`config.mk`:
```
export PLATFORM = sky130hd
export DESIGN_NAME = store_aligner_flat
export DESIGN_NICKNAME = d
export VERILOG_FILES = /design/src/rtl/store_aligner_pkg.sv /design/src/rtl/store_aligner_if.sv /design/src/rtl/store_fifo.sv /design/src/rtl/store_aligner.sv /design/src/flat_wrapper.sv
export SDC_FILE = /design/constraint.sdc
export NUM_CORES = 1
export LEC_CHECK = 0
export BUFFER_PORTS_ARGS = -buffer_cell sky130_fd_sc_hd__buf_2
export CORE_UTILIZATION = 57
export CTS_BUF_LIST = sky130_fd_sc_hd__clkbuf_2
export DETAILED_ROUTE_END_ITERATION = 7
export GPL_TIMING_DRIVEN = 0
export HOLD_SLACK_MARGIN = 0.12
export PLACE_DENSITY = 0.84
export SYNTH_ARGS = -nofsm -noshare
export SYNTH_HDL_FRONTEND = slang
export SYNTH_SLANG_ARGS = --single-unit
export TNS_END_PERCENT = 5
```
`constraint.sdc`:
```
create_clock -name clk -period 24.8 [get_ports clk]
set_input_delay 4.96 -clock clk [delete_from_list [all_inputs] [get_ports clk]]
set_output_delay 4.96 -clock clk [all_outputs]
set_load 0.005 [all_outputs]
```
`src/rtl/store_aligner_pkg.sv`:
```
// rtl/store_aligner_pkg.sv - store op codes, byte-enable constants and the store packing helper
package store_aligner_pkg;

  localparam logic [7:0] STORE_WORD = 8'h31;
  localparam logic [7:0] STORE_HALF = 8'h32;
  localparam logic [7:0] STORE_BYTE = 8'h33;

  localparam logic [3:0] BE_WORD    = 4'b1111;
  localparam logic [3:0] BE_HALF_LO = 4'b0011;
  localparam logic [3:0] BE_HALF_HI = 4'b1100;

  typedef struct packed {
    logic        ok;
    logic [31:0] wdata;
    logic [3:0]  be;
  } pack_t;

  // Narrow a GPR value to its store width; lanes are replicated so the
  // byte enables alone select which bytes memory actually writes.
  function automatic pack_t pack_store(input logic [7:0]  op,
                                       input logic [1:0]  a,
                                       input logic [31:0] d);
    pack_t p;
    p.ok    = 1'b1;
    p.wdata = d;
    p.be    = BE_WORD;
    case (op)
      STORE_WORD: begin
        p.wdata = d;
        p.be    = BE_WORD;
      end
      STORE_HALF: begin
        p.wdata = {2{d[15:0]}};
        p.be    = a[1] ? BE_HALF_HI : BE_HALF_LO;
      end
      STORE_BYTE: begin
        p.wdata = {4{d[7:0]}};
        p.be    = 4'b0001 << a;
      end
      default: p.ok = 1'b0;
    endcase
    return p;
  endfunction

endpackage

```
`src/rtl/store_aligner_if.sv`:
```
// rtl/store_aligner_if.sv - producer-side request and data-memory write port bundle
interface store_aligner_if #(parameter int ADDR_W = 32);
  logic              in_valid;
  logic              in_ready;
  logic [7:0]        StoreOp;
  logic [ADDR_W-1:0] in_addr;
  logic [31:0]       in_data;
  logic              mem_valid;
  logic              mem_ready;
  logic [ADDR_W-1:0] mem_addr;
  logic [31:0]       mem_wdata;
  logic [3:0]        mem_byteen;
  logic              st_exc;
  logic [ADDR_W-1:0] exc_addr;

  modport slave (
    input  in_valid, StoreOp, in_addr, in_data, mem_ready,
    output in_ready, mem_valid, mem_addr, mem_wdata, mem_byteen, st_exc, exc_addr
  );

  modport master (
    output in_valid, StoreOp, in_addr, in_data, mem_ready,
    input  in_ready, mem_valid, mem_addr, mem_wdata, mem_byteen, st_exc, exc_addr
  );
endinterface

```
`src/rtl/store_fifo.sv`:
```
// rtl/store_fifo.sv - DEPTH-entry synchronous FIFO with flush and full/empty flags
module store_fifo #(
  parameter int DEPTH = 2,
  parameter int WIDTH = 68
) (
  input  logic             clk,
  input  logic             reset,
  input  logic             flush_i,
  input  logic             push_i,
  input  logic [WIDTH-1:0] din_i,
  input  logic             pop_i,
  output logic [WIDTH-1:0] dout_o,
  output logic             full_o,
  output logic             empty_o
);
  localparam int PW = (DEPTH > 1) ? $clog2(DEPTH) : 1;
  localparam int CW = PW + 1;

  logic [WIDTH-1:0] mem_q [DEPTH];
  logic [PW-1:0]    wr_ptr_q, wr_ptr_d, rd_ptr_q, rd_ptr_d;
  logic [CW-1:0]    count_q, count_d;
  logic             do_push, do_pop;

  assign full_o  = (count_q == CW'(DEPTH));
  assign empty_o = (count_q == '0);
  assign do_push = push_i && !full_o;
  assign do_pop  = pop_i && !empty_o;
  // Invalid head reads as zero so the memory port never shows stale data.
  assign dout_o  = empty_o ? '0 : mem_q[rd_ptr_q];

  // Next pointers/count; flush wins over any push or pop in the same cycle.
  always_comb begin
    wr_ptr_d = wr_ptr_q;
    rd_ptr_d = rd_ptr_q;
    count_d  = count_q;
    if (flush_i) begin
      wr_ptr_d = '0;
      rd_ptr_d = '0;
      count_d  = '0;
    end else begin
      if (do_push) wr_ptr_d = wr_ptr_q + PW'(1);
      if (do_pop)  rd_ptr_d = rd_ptr_q + PW'(1);
      case ({do_push, do_pop})
        2'b10:   count_d = count_q + CW'(1);
        2'b01:   count_d = count_q - CW'(1);
        default: count_d = count_q;
      endcase
    end
  end

  // Pointer and occupancy registers.
  always_ff @(posedge clk) begin
    if (reset) begin
      wr_ptr_q <= '0;
      rd_ptr_q <= '0;
      count_q  <= '0;
    end else begin
      wr_ptr_q <= wr_ptr_d;
      rd_ptr_q <= rd_ptr_d;
      count_q  <= count_d;
    end
  end

  // Entry storage; contents are only observable while counted as valid.
  always_ff @(posedge clk) begin
    if (do_push && !flush_i && !reset) mem_q[wr_ptr_q] <= din_i;
  end
endmodule

```
`src/rtl/store_aligner.sv`:
```
// rtl/store_aligner.sv - sw/sh/sb packing into a store FIFO; STORE_ALIGN_EXC_EN adds misaligned-store exceptions
module store_aligner
  import store_aligner_pkg::*;
#(
  parameter int DEPTH  = 2,
  parameter int ADDR_W = 32
) (
  input  logic            clk,
  input  logic            reset,
  input  logic            flush,
  store_aligner_if.slave  bus
);
  localparam int ENT_W = ADDR_W + 36;

  pack_t             pk;
  logic              misalign, hs, push, pop, full, empty;
  logic [ENT_W-1:0]  din, dout;

  assign pk = pack_store(bus.StoreOp, bus.in_addr[1:0], bus.in_data);

`ifdef STORE_ALIGN_EXC_EN
  assign misalign = ((bus.StoreOp == STORE_WORD) && (bus.in_addr[1:0] != 2'b00)) ||
                    ((bus.StoreOp == STORE_HALF) && bus.in_addr[0]);
`else
  assign misalign = 1'b0;
`endif

  // Unknown ops and faulting stores complete the handshake but are dropped.
  assign hs   = bus.in_valid && bus.in_ready;
  assign push = hs && pk.ok && !misalign;
  assign pop  = bus.mem_valid && bus.mem_ready;
  assign din  = {bus.in_addr[ADDR_W-1:2], 2'b00, pk.wdata, pk.be};

  store_fifo #(.DEPTH(DEPTH), .WIDTH(ENT_W)) u_fifo (
    .clk     (clk),
    .reset   (reset),
    .flush_i (flush),
    .push_i  (push),
    .din_i   (din),
    .pop_i   (pop),
    .dout_o  (dout),
    .full_o  (full),
    .empty_o (empty)
  );

  assign bus.in_ready  = !full;
  assign bus.mem_valid = !empty;
  assign {bus.mem_addr, bus.mem_wdata, bus.mem_byteen} = dout;

`ifdef STORE_ALIGN_EXC_EN
  logic              st_exc_q, st_exc_d;
  logic [ADDR_W-1:0] exc_addr_q, exc_addr_d;

  // A flushed store never raises; the last faulting address survives flushes.
  always_comb begin
    st_exc_d   = hs && misalign && !flush;
    exc_addr_d = st_exc_d ? bus.in_addr : exc_addr_q;
  end

  // Exception pulse and faulting-address registers.
  always_ff @(posedge clk) begin
    if (reset) begin
      st_exc_q   <= 1'b0;
      exc_addr_q <= '0;
    end else begin
      st_exc_q   <= st_exc_d;
      exc_addr_q <= exc_addr_d;
    end
  end

  assign bus.st_exc   = st_exc_q;
  assign bus.exc_addr = exc_addr_q;
`else
  assign bus.st_exc   = 1'b0;
  assign bus.exc_addr = '0;
`endif
endmodule

```
`src/flat_wrapper.sv`:
```
// flat-port wrapper written by rule: the top's interface ports become plain ports
module store_aligner_flat import store_aligner_pkg::*;
#(
  parameter int DEPTH  = 2,
  parameter int ADDR_W = 32
)
  (clk, reset, flush, bus_in_valid, bus_StoreOp, bus_in_addr, bus_in_data, bus_mem_ready, bus_in_ready, bus_mem_valid, bus_mem_addr, bus_mem_wdata, bus_mem_byteen, bus_st_exc, bus_exc_addr);
  store_aligner_if #(.ADDR_W(ADDR_W)) bus_i ();
  input  logic clk;
  input  logic reset;
  input  logic flush;
  input wire logic [$bits(bus_i.in_valid)-1:0] bus_in_valid;
  input wire logic [$bits(bus_i.StoreOp)-1:0] bus_StoreOp;
  input wire logic [$bits(bus_i.in_addr)-1:0] bus_in_addr;
  input wire logic [$bits(bus_i.in_data)-1:0] bus_in_data;
  input wire logic [$bits(bus_i.mem_ready)-1:0] bus_mem_ready;
  output wire logic [$bits(bus_i.in_ready)-1:0] bus_in_ready;
  output wire logic [$bits(bus_i.mem_valid)-1:0] bus_mem_valid;
  output wire logic [$bits(bus_i.mem_addr)-1:0] bus_mem_addr;
  output wire logic [$bits(bus_i.mem_wdata)-1:0] bus_mem_wdata;
  output wire logic [$bits(bus_i.mem_byteen)-1:0] bus_mem_byteen;
  output wire logic [$bits(bus_i.st_exc)-1:0] bus_st_exc;
  output wire logic [$bits(bus_i.exc_addr)-1:0] bus_exc_addr;
  assign bus_i.in_valid = bus_in_valid;
  assign bus_i.StoreOp = bus_StoreOp;
  assign bus_i.in_addr = bus_in_addr;
  assign bus_i.in_data = bus_in_data;
  assign bus_i.mem_ready = bus_mem_ready;
  assign bus_in_ready = bus_i.in_ready;
  assign bus_mem_valid = bus_i.mem_valid;
  assign bus_mem_addr = bus_i.mem_addr;
  assign bus_mem_wdata = bus_i.mem_wdata;
  assign bus_mem_byteen = bus_i.mem_byteen;
  assign bus_st_exc = bus_i.st_exc;
  assign bus_exc_addr = bus_i.exc_addr;
  store_aligner #(.DEPTH(DEPTH), .ADDR_W(ADDR_W)) u_core (.clk(clk), .reset(reset), .flush(flush), .bus(bus_i));
endmodule
```
==> impl_metrics.toml, run 1 <==
[power]
ir_drop_v = 0.0000377
cellLeakagePower_uw = 0.00295
p_int_uw = 309
power_frac_comb_pct = 5.0
power_frac_clock_pct = 30.9
seqPwrFrac_pct = 64.1
p_sw_uw = 85.9
swShare_pct = 21.8
p_per_area_nw_per_um2 = 54.0

[drt]
drc = 0
via_per_inst = 5.04
totalWireLength_um = 11900
firstDrtPassIters = 4
num_vias = 3765
wl_per_cell_um = 16.0
drtAntennaViolNets = 0
drt_iter0_drc = 173

[grt]
top_usage_layer = "met2"
grt_pass1_wl_um = 18800
antenna_found_initial = 0
overflow = 0
grt_max_degree = 17
grt_pass1_vias = 3776
use_met2_pct = 40.9
use_met3_pct = 6.20
grtUsageTotal_pct = 23.2
use_met1_pct = 27.1

[yosys]
ys_top_cells_by_area = "edfxtp_1 67%, mux2i_1 11%, mux2_2 5.9%"
yosys.area.top_type = "edfxtp_1"
yosys.cell_types.count = 29
yosysSeqAreaShare_pct = 68.4
netlist_area_um2 = 5940
avgSynthCellArea_um2 = 15.3
syn_inst = 389
ys_seq_elements = 137
yosysWarnings = 0
synth_top_area_share_pct = 66.7

[setup_path]
critPathBufInv = 4
worstReg2RegStart = "u_core.u_fifo.count_q[0]"
worstSetupPathType = "reg -> out"
worstSetupEndpointType = "output port"
slowest_delay_ns = 0.35
worstPathMaxFanout = 10
path_cells = "clkbuf_1, buf_2, buf_4, mux2i_1, nor2_1, buf_2"
cp.required_ns = 19.84
start_kind = "flop"
crit_path_top_delay_cell = "dfxtp_1"
critPathArrivalTime_ns = 2.16
path_common_cell = "buf_2"
critPathTopFamily = "buffers and inverters"

[placement]
postPlaceCellArea_um2 = 7090
pre_cts_ws_ns = 17.22
dp_hpwl_um = 8750
routabilityCongestion = 0.747
port_buffers = 144

[clocking]
cts_max_level = 4
postCtsSetupRepairBufs = 0
cts_buffers = 17
ctsResizeCount = 0
cts_root_buf = "clkbuf_2"
ctsHoldBuffers = 0
clockBufferDepth = 2
path_clk_slew_ns = 0.21
cts_tree = "yes"
clk-insertion-delay-late_ns = 0.66
numClockSinks = 137

[finish]
mostFrequentLayoutCell = "buf_2"
final_util_pct = 73.4
drive_above_1_share_pct = 44.8
fin_nets = 680
fillers = 670
mostFrequentLayoutCells = "152 x buf_2, 132 x edfxtp_1, 69 x nor2_1"
final_area_um2 = 7310
area_delta_synth_final_pct = 23.0
antenna_cells = 0

[floorplanning]
die_w_um = 104
core_area_um2 = 9950
rows = 36
dieArea_um2 = 10800
ios = 180
initial_core_util_pct = 59.7
die_y_um = 104

[timing]
setup_ws_ns = 17.68
clock.fmax_mhz = 140
fin_skew_ns = 0.0409
setup_tns_ns = 0
hold_ws_ns = 0.528
slew_viol_final = 0
finalCriticalPeriod_ns = 7.12
slew_headroom_pct = 34.3
setup_viol = 0
rsz0062_at_grt = "no"
tightestPinTransition_ns = 0.982
finalCritPeriodShare_pct = 28.7
hold_viol = 0

[outcome]
status = "finished clean"

[job]
cap_violations = 0

[min_path]
hp-class = "reg -> reg"
worstHoldStart = "u_core.u_fifo.wr_ptr_q"
-- synthesized netlist by cell type --
master	count
a21boi_0	1
a21o_1	4
and4bb_2	1
buf_2	8
buf_4	39
buf_6	2
clkbuf_1	4
conb_1	1
dfxtp_1	5
edfxtp_1	132
ha_1	1
inv_1	3
mux2_2	31
mux2_4	1
mux2i_1	67
nand2_1	2
nand2b_1	2
nand3_2	1
nand4_1	1
nand4_2	1
nor2_1	69
nor3_1	3
nor4_1	1
nor4b_1	1
o21a_1	1
o21ai_0	2
or3_1	2
xnor2_1	1
xor2_1	2
-- tightest hold or removal path: stages, from the launching register on --
cell	delay [ns]
dfxtp_1	0.39
nand2_1	0.07
mux2i_1	0.06
-- path summary, 6_finish.rpt --
| path | end | slack (ns) | cells past startpoint |
|---|---|---|---|
| setup / recovery | bus_mem_wdata[27] | 17.68 | 6 |
| hold / removal | u_core.u_fifo.wr_ptr_q | 0.53 | 2 |
| setup reg to reg | u_core.u_fifo.mem_q[1][50] | 22.03 | 6 |
| hold reg to reg | u_core.u_fifo.wr_ptr_q | 0.53 | 2 |
-- registers in the layout, summed over array words and instances, names as in the netlist, named ones only --
signal / flops
u_core.u_fifo.count_q: 2
u_core.u_fifo.mem_q: 132
u_core.u_fifo.rd_ptr_q: 1
u_core.u_fifo.wr_ptr_q: 1
-- kinds of logic after synthesis --
family | after synthesis | share of synthesized area [%]
xor+xnor | 3 | 0.442
simple gates | 84 | 6.11
buf+inv | 56 | 6.42
fa+ha+maj | 1 | 0.211
compound gates | 8 | 0.927
flops | 137 | 68.4
other cells | 1 | 0.0631
mux | 99 | 17.4
-- metrics by stage --
step | total power, uW | instances
CTS | 396 | 747
floorplan | 268 | 423
global placement | 276 | 700
global route | 408 | 747
detailed placement | 277 | 716
finish | 395 | 747
-- layer usage --
| layer | routed length, um | up-vias |
|---|---|---|
| met1 | 4820 | 1798 |
| met2 | 6190 | 170 |
| met4 | 129 | 0 |
| met5 | 0 | - |
| met3 | 809 | 11 |
| li1 | - | 1786 |
-- power by group through the flow --
stage	clock, uW	sequential (uW)	combinational (uW)
final	122	253	19.6
after floorplan	0	258	9.88
after global placement	0	258	18.0
after detailed placement	0	258	19.0
after CTS	124	253	19.1
after global routing	133	253	21.5
-- layout make-up --
cell class              count  area [um^2]  share of cell area, %
clock buffers              18         90.1                   1.23
clock inverters            13          131                   1.80
multi-input cells         230         1640                   22.4
plain buffers              53          370                   5.07
inverters                   3         11.3                  0.154
well taps                 133          166                   2.28
repair buffers            160          841                   11.5
flip-flops and latches    137         4060                   55.6
Note: power is estimated with default switching activity, not from simulation.
==> inputs of run 2 (changes only) <==
- ABC_AREA: default -> 1
- CORE_UTILIZATION: 57 -> 48
- PLACE_DENSITY: 0.84 -> 0.75
- clock period: 24.8 -> 5.91 ns (I/O delays scaled with it)
==> run 2 against run 1 <==
Net effect:
- routed wire length grew 14%
- synthesized cell count rose by 41%
- final area increased by 2.6%
- sequential power rose to 4.2 times the previous value
- clock skew fell by 0.022 ns
- die area is 21% higher
==> impl_metrics.toml, run 2 <==
[setup_path]
slowest_delay_ns = 0.39
cp.required_ns = 4.73
path_common_cell = "buf_2"
critPathArrivalTime_ns = 2.18
critPathBufInv = 3
critPathTopFamily = "buffers and inverters"
worstSetupPathType = "reg -> out"
worstSetupEndpointType = "output port"
crit_path_top_delay_cell = "dfxtp_1"
worstPathMaxFanout = 10
start_kind = "flop"
path_cells = "nor2_1, buf_2, buf_2, a21oi_1, buf_2"

[finish]
top_register = "u_core.u_fifo.mem_q"
largest_reg_flops = 132
fillers = 1019
fin_nets = 828
antenna_cells = 0
mostFrequentLayoutCells = "199 x nand2_1, 158 x buf_2, 132 x edfxtp_1"
area_delta_synth_final_pct = 23.9
mostFrequentLayoutCell = "nand2_1"
fin_cells = 931
drive_above_1_share_pct = 32.0
reg_top3 = "u_core.u_fifo.mem_q x132, u_core.u_fifo.count_q x2"

[yosys]
synth.most_common_cell = "nand2_1"
yosysWarnings = 0
ys_top_cells_by_area = "edfxtp_1 65%, nand2_1 12%, a21oi_1 5.6%"
synth_top_area_share_pct = 65.5
yosysSeqAreaShare_pct = 67.1
avgSynthCellArea_um2 = 11.0
yosys.cell_types.count = 27
synth_edf_count = 132
synthTopCellsByCount = "199 x nand2_1, 132 x edfxtp_1, 68 x a21oi_1, 35 x buf_4, 32 x nand3_1"
synth-main-ff-cell = "edfxtp_1"
yosys.area.top_type = "edfxtp_1"
ys_seq_elements = 137
syn_inst = 550
synthArstFlopShare_pct = 0
netlist_area_um2 = 6060

[timing]
setup_viol = 0
finalCritPeriodShare_pct = 56.9
hold_ws_ns = 0.468
rsz0062_at_grt = "no"
finalCriticalPeriod_ns = 3.36
tightestPinTransition_ns = 0.955
slew_viol_final = 0
fin_skew_ns = 0.0191
hold_viol = 0
clock.fmax_mhz = 297
slew_headroom_pct = 36.1

[clocking]
cts_tree = "yes"
ctsResizeCount = 0
cts_root_buf = "clkbuf_2"
cts_buffers = 17
path_clk_slew_ns = 0.20
clk-insertion-delay-late_ns = 0.68
clockBufferDepth = 2
ctsHoldBuffers = 0
postCtsSetupRepairBufs = 0
cts_max_level = 4
numClockSinks = 137

[grt]
grt_max_degree = 67
grt_pass1_wl_um = 20300
antenna_found_initial = 1
overflow = 0
grtUsageTotal_pct = 21.0
grt_pass1_vias = 4154

[floorplanning]
initial_core_util_pct = 49.8
core_area_um2 = 12200
die_w_um = 114
dieArea_um2 = 13100
ios = 180
rows = 40
die_y_um = 114

[placement]
dp_cells = 899
port_buffers = 144
dp_hpwl_um = 9660
routabilityCongestion = 0.858

[power]
swShare_pct = 20.3
cellLeakagePower_uw = 0.00338
p_per_area_nw_per_um2 = 246
seqPwrFrac_pct = 57.7
p_sw_uw = 375
p_int_uw = 1470
power_frac_comb_pct = 4.7
power_frac_clock_pct = 37.6
ir_drop_v = 0.000145
finalPower_uw = 1840

[job]
cap_violations = 0

[drt]
drtAntennaViolNets = 0
totalWireLength_um = 13600
drc = 0
drt_iter0_drc = 269
firstDrtPassIters = 5
num_vias = 4540
wl_per_cell_um = 14.6
via_per_inst = 4.88

[outcome]
status = "finished clean"

[min_path]
hp-class = "reg -> reg"
run 2: cell count changes after synthesis, moves of 6 or more:
cell / before / now
nand3_1: 0 / 32
inv_1: 3 / 26
buf_2: 8 / 14
nor2_1: 69 / 8
mux2_2: 31 / 0
nand2_1: 2 / 199
mux2i_1: 67 / 0
a21oi_1: 0 / 68
run 2: routing by layer:
layer	GRT usage, %	wire length, um	vias to the layer above
li1	-	-	2196
met1	25.3	5480	2089
met2	35.8	6590	227
met3	5.61	1190	26
met4	8.83	290	2
met5	0	13	-
run 2: layout make-up:
| class | count | area, um^2 | share of cell area (%) |
|---|---|---|---|
| buffer | 62 | 430 | 5.74 |
| clock buffer | 19 | 95.1 | 1.27 |
| clock inverter | 13 | 225 | 3.00 |
| inverter | 26 | 100 | 1.33 |
| multi-input combinational | 359 | 1600 | 21.3 |
| sequential | 137 | 4060 | 54.2 |
| tap | 168 | 210 | 2.80 |
| timing repair buffer | 147 | 778 | 10.4 |
run 2: worst paths after layout:
check,from,endpoint,slack [ns],cells after the start
max,u_core.u_fifo.count_q[0],bus_mem_addr[10],2.55,5
min,u_core.u_fifo.rd_ptr_q,flop,0.47,1
max reg2reg,u_core.u_fifo.count_q[0],u_core.u_fifo.mem_q[1][24],3.56,6
min reg2reg,u_core.u_fifo.rd_ptr_q,flop,0.47,1
run 2: cells by family after synthesis:
group           count (synthesis)  synth area share, %
xor+xnor                        1                0.145
compound gates                 71                 5.93
buf+inv                        88                 8.72
simple gates                  251                 17.8
fa+ha+maj                       1                0.207
flops                         137                 67.1
other cells                     1               0.0619
run 2: through the flow:
stage | utilization, % | TNS [ns] | cell area, um^2 | setup WS (ns)
after floorplan | - | 0 | 6180 | 1.09
after global placement | 58.5 | -27.33 | 7110 | -0.417
after detailed placement | 59.0 | 0 | 7180 | 2.36
after CTS | 61.7 | 0 | 7500 | 2.38
after global routing | 61.7 | 0 | 7500 | 2.26
final | 61.7 | 0 | 7500 | 2.55
run 2: power by group through the flow:
stage / clock network, uW / registers [uW] / logic [uW]
after CTS: 709 / 1060 / 84.5
after global routing: 745 / 1060 / 95.5
final: 693 / 1060 / 86.3
after global placement: 0 / 1080 / 81.2
after floorplan: 0 / 1080 / 44.3
after detailed placement: 0 / 1080 / 84.3
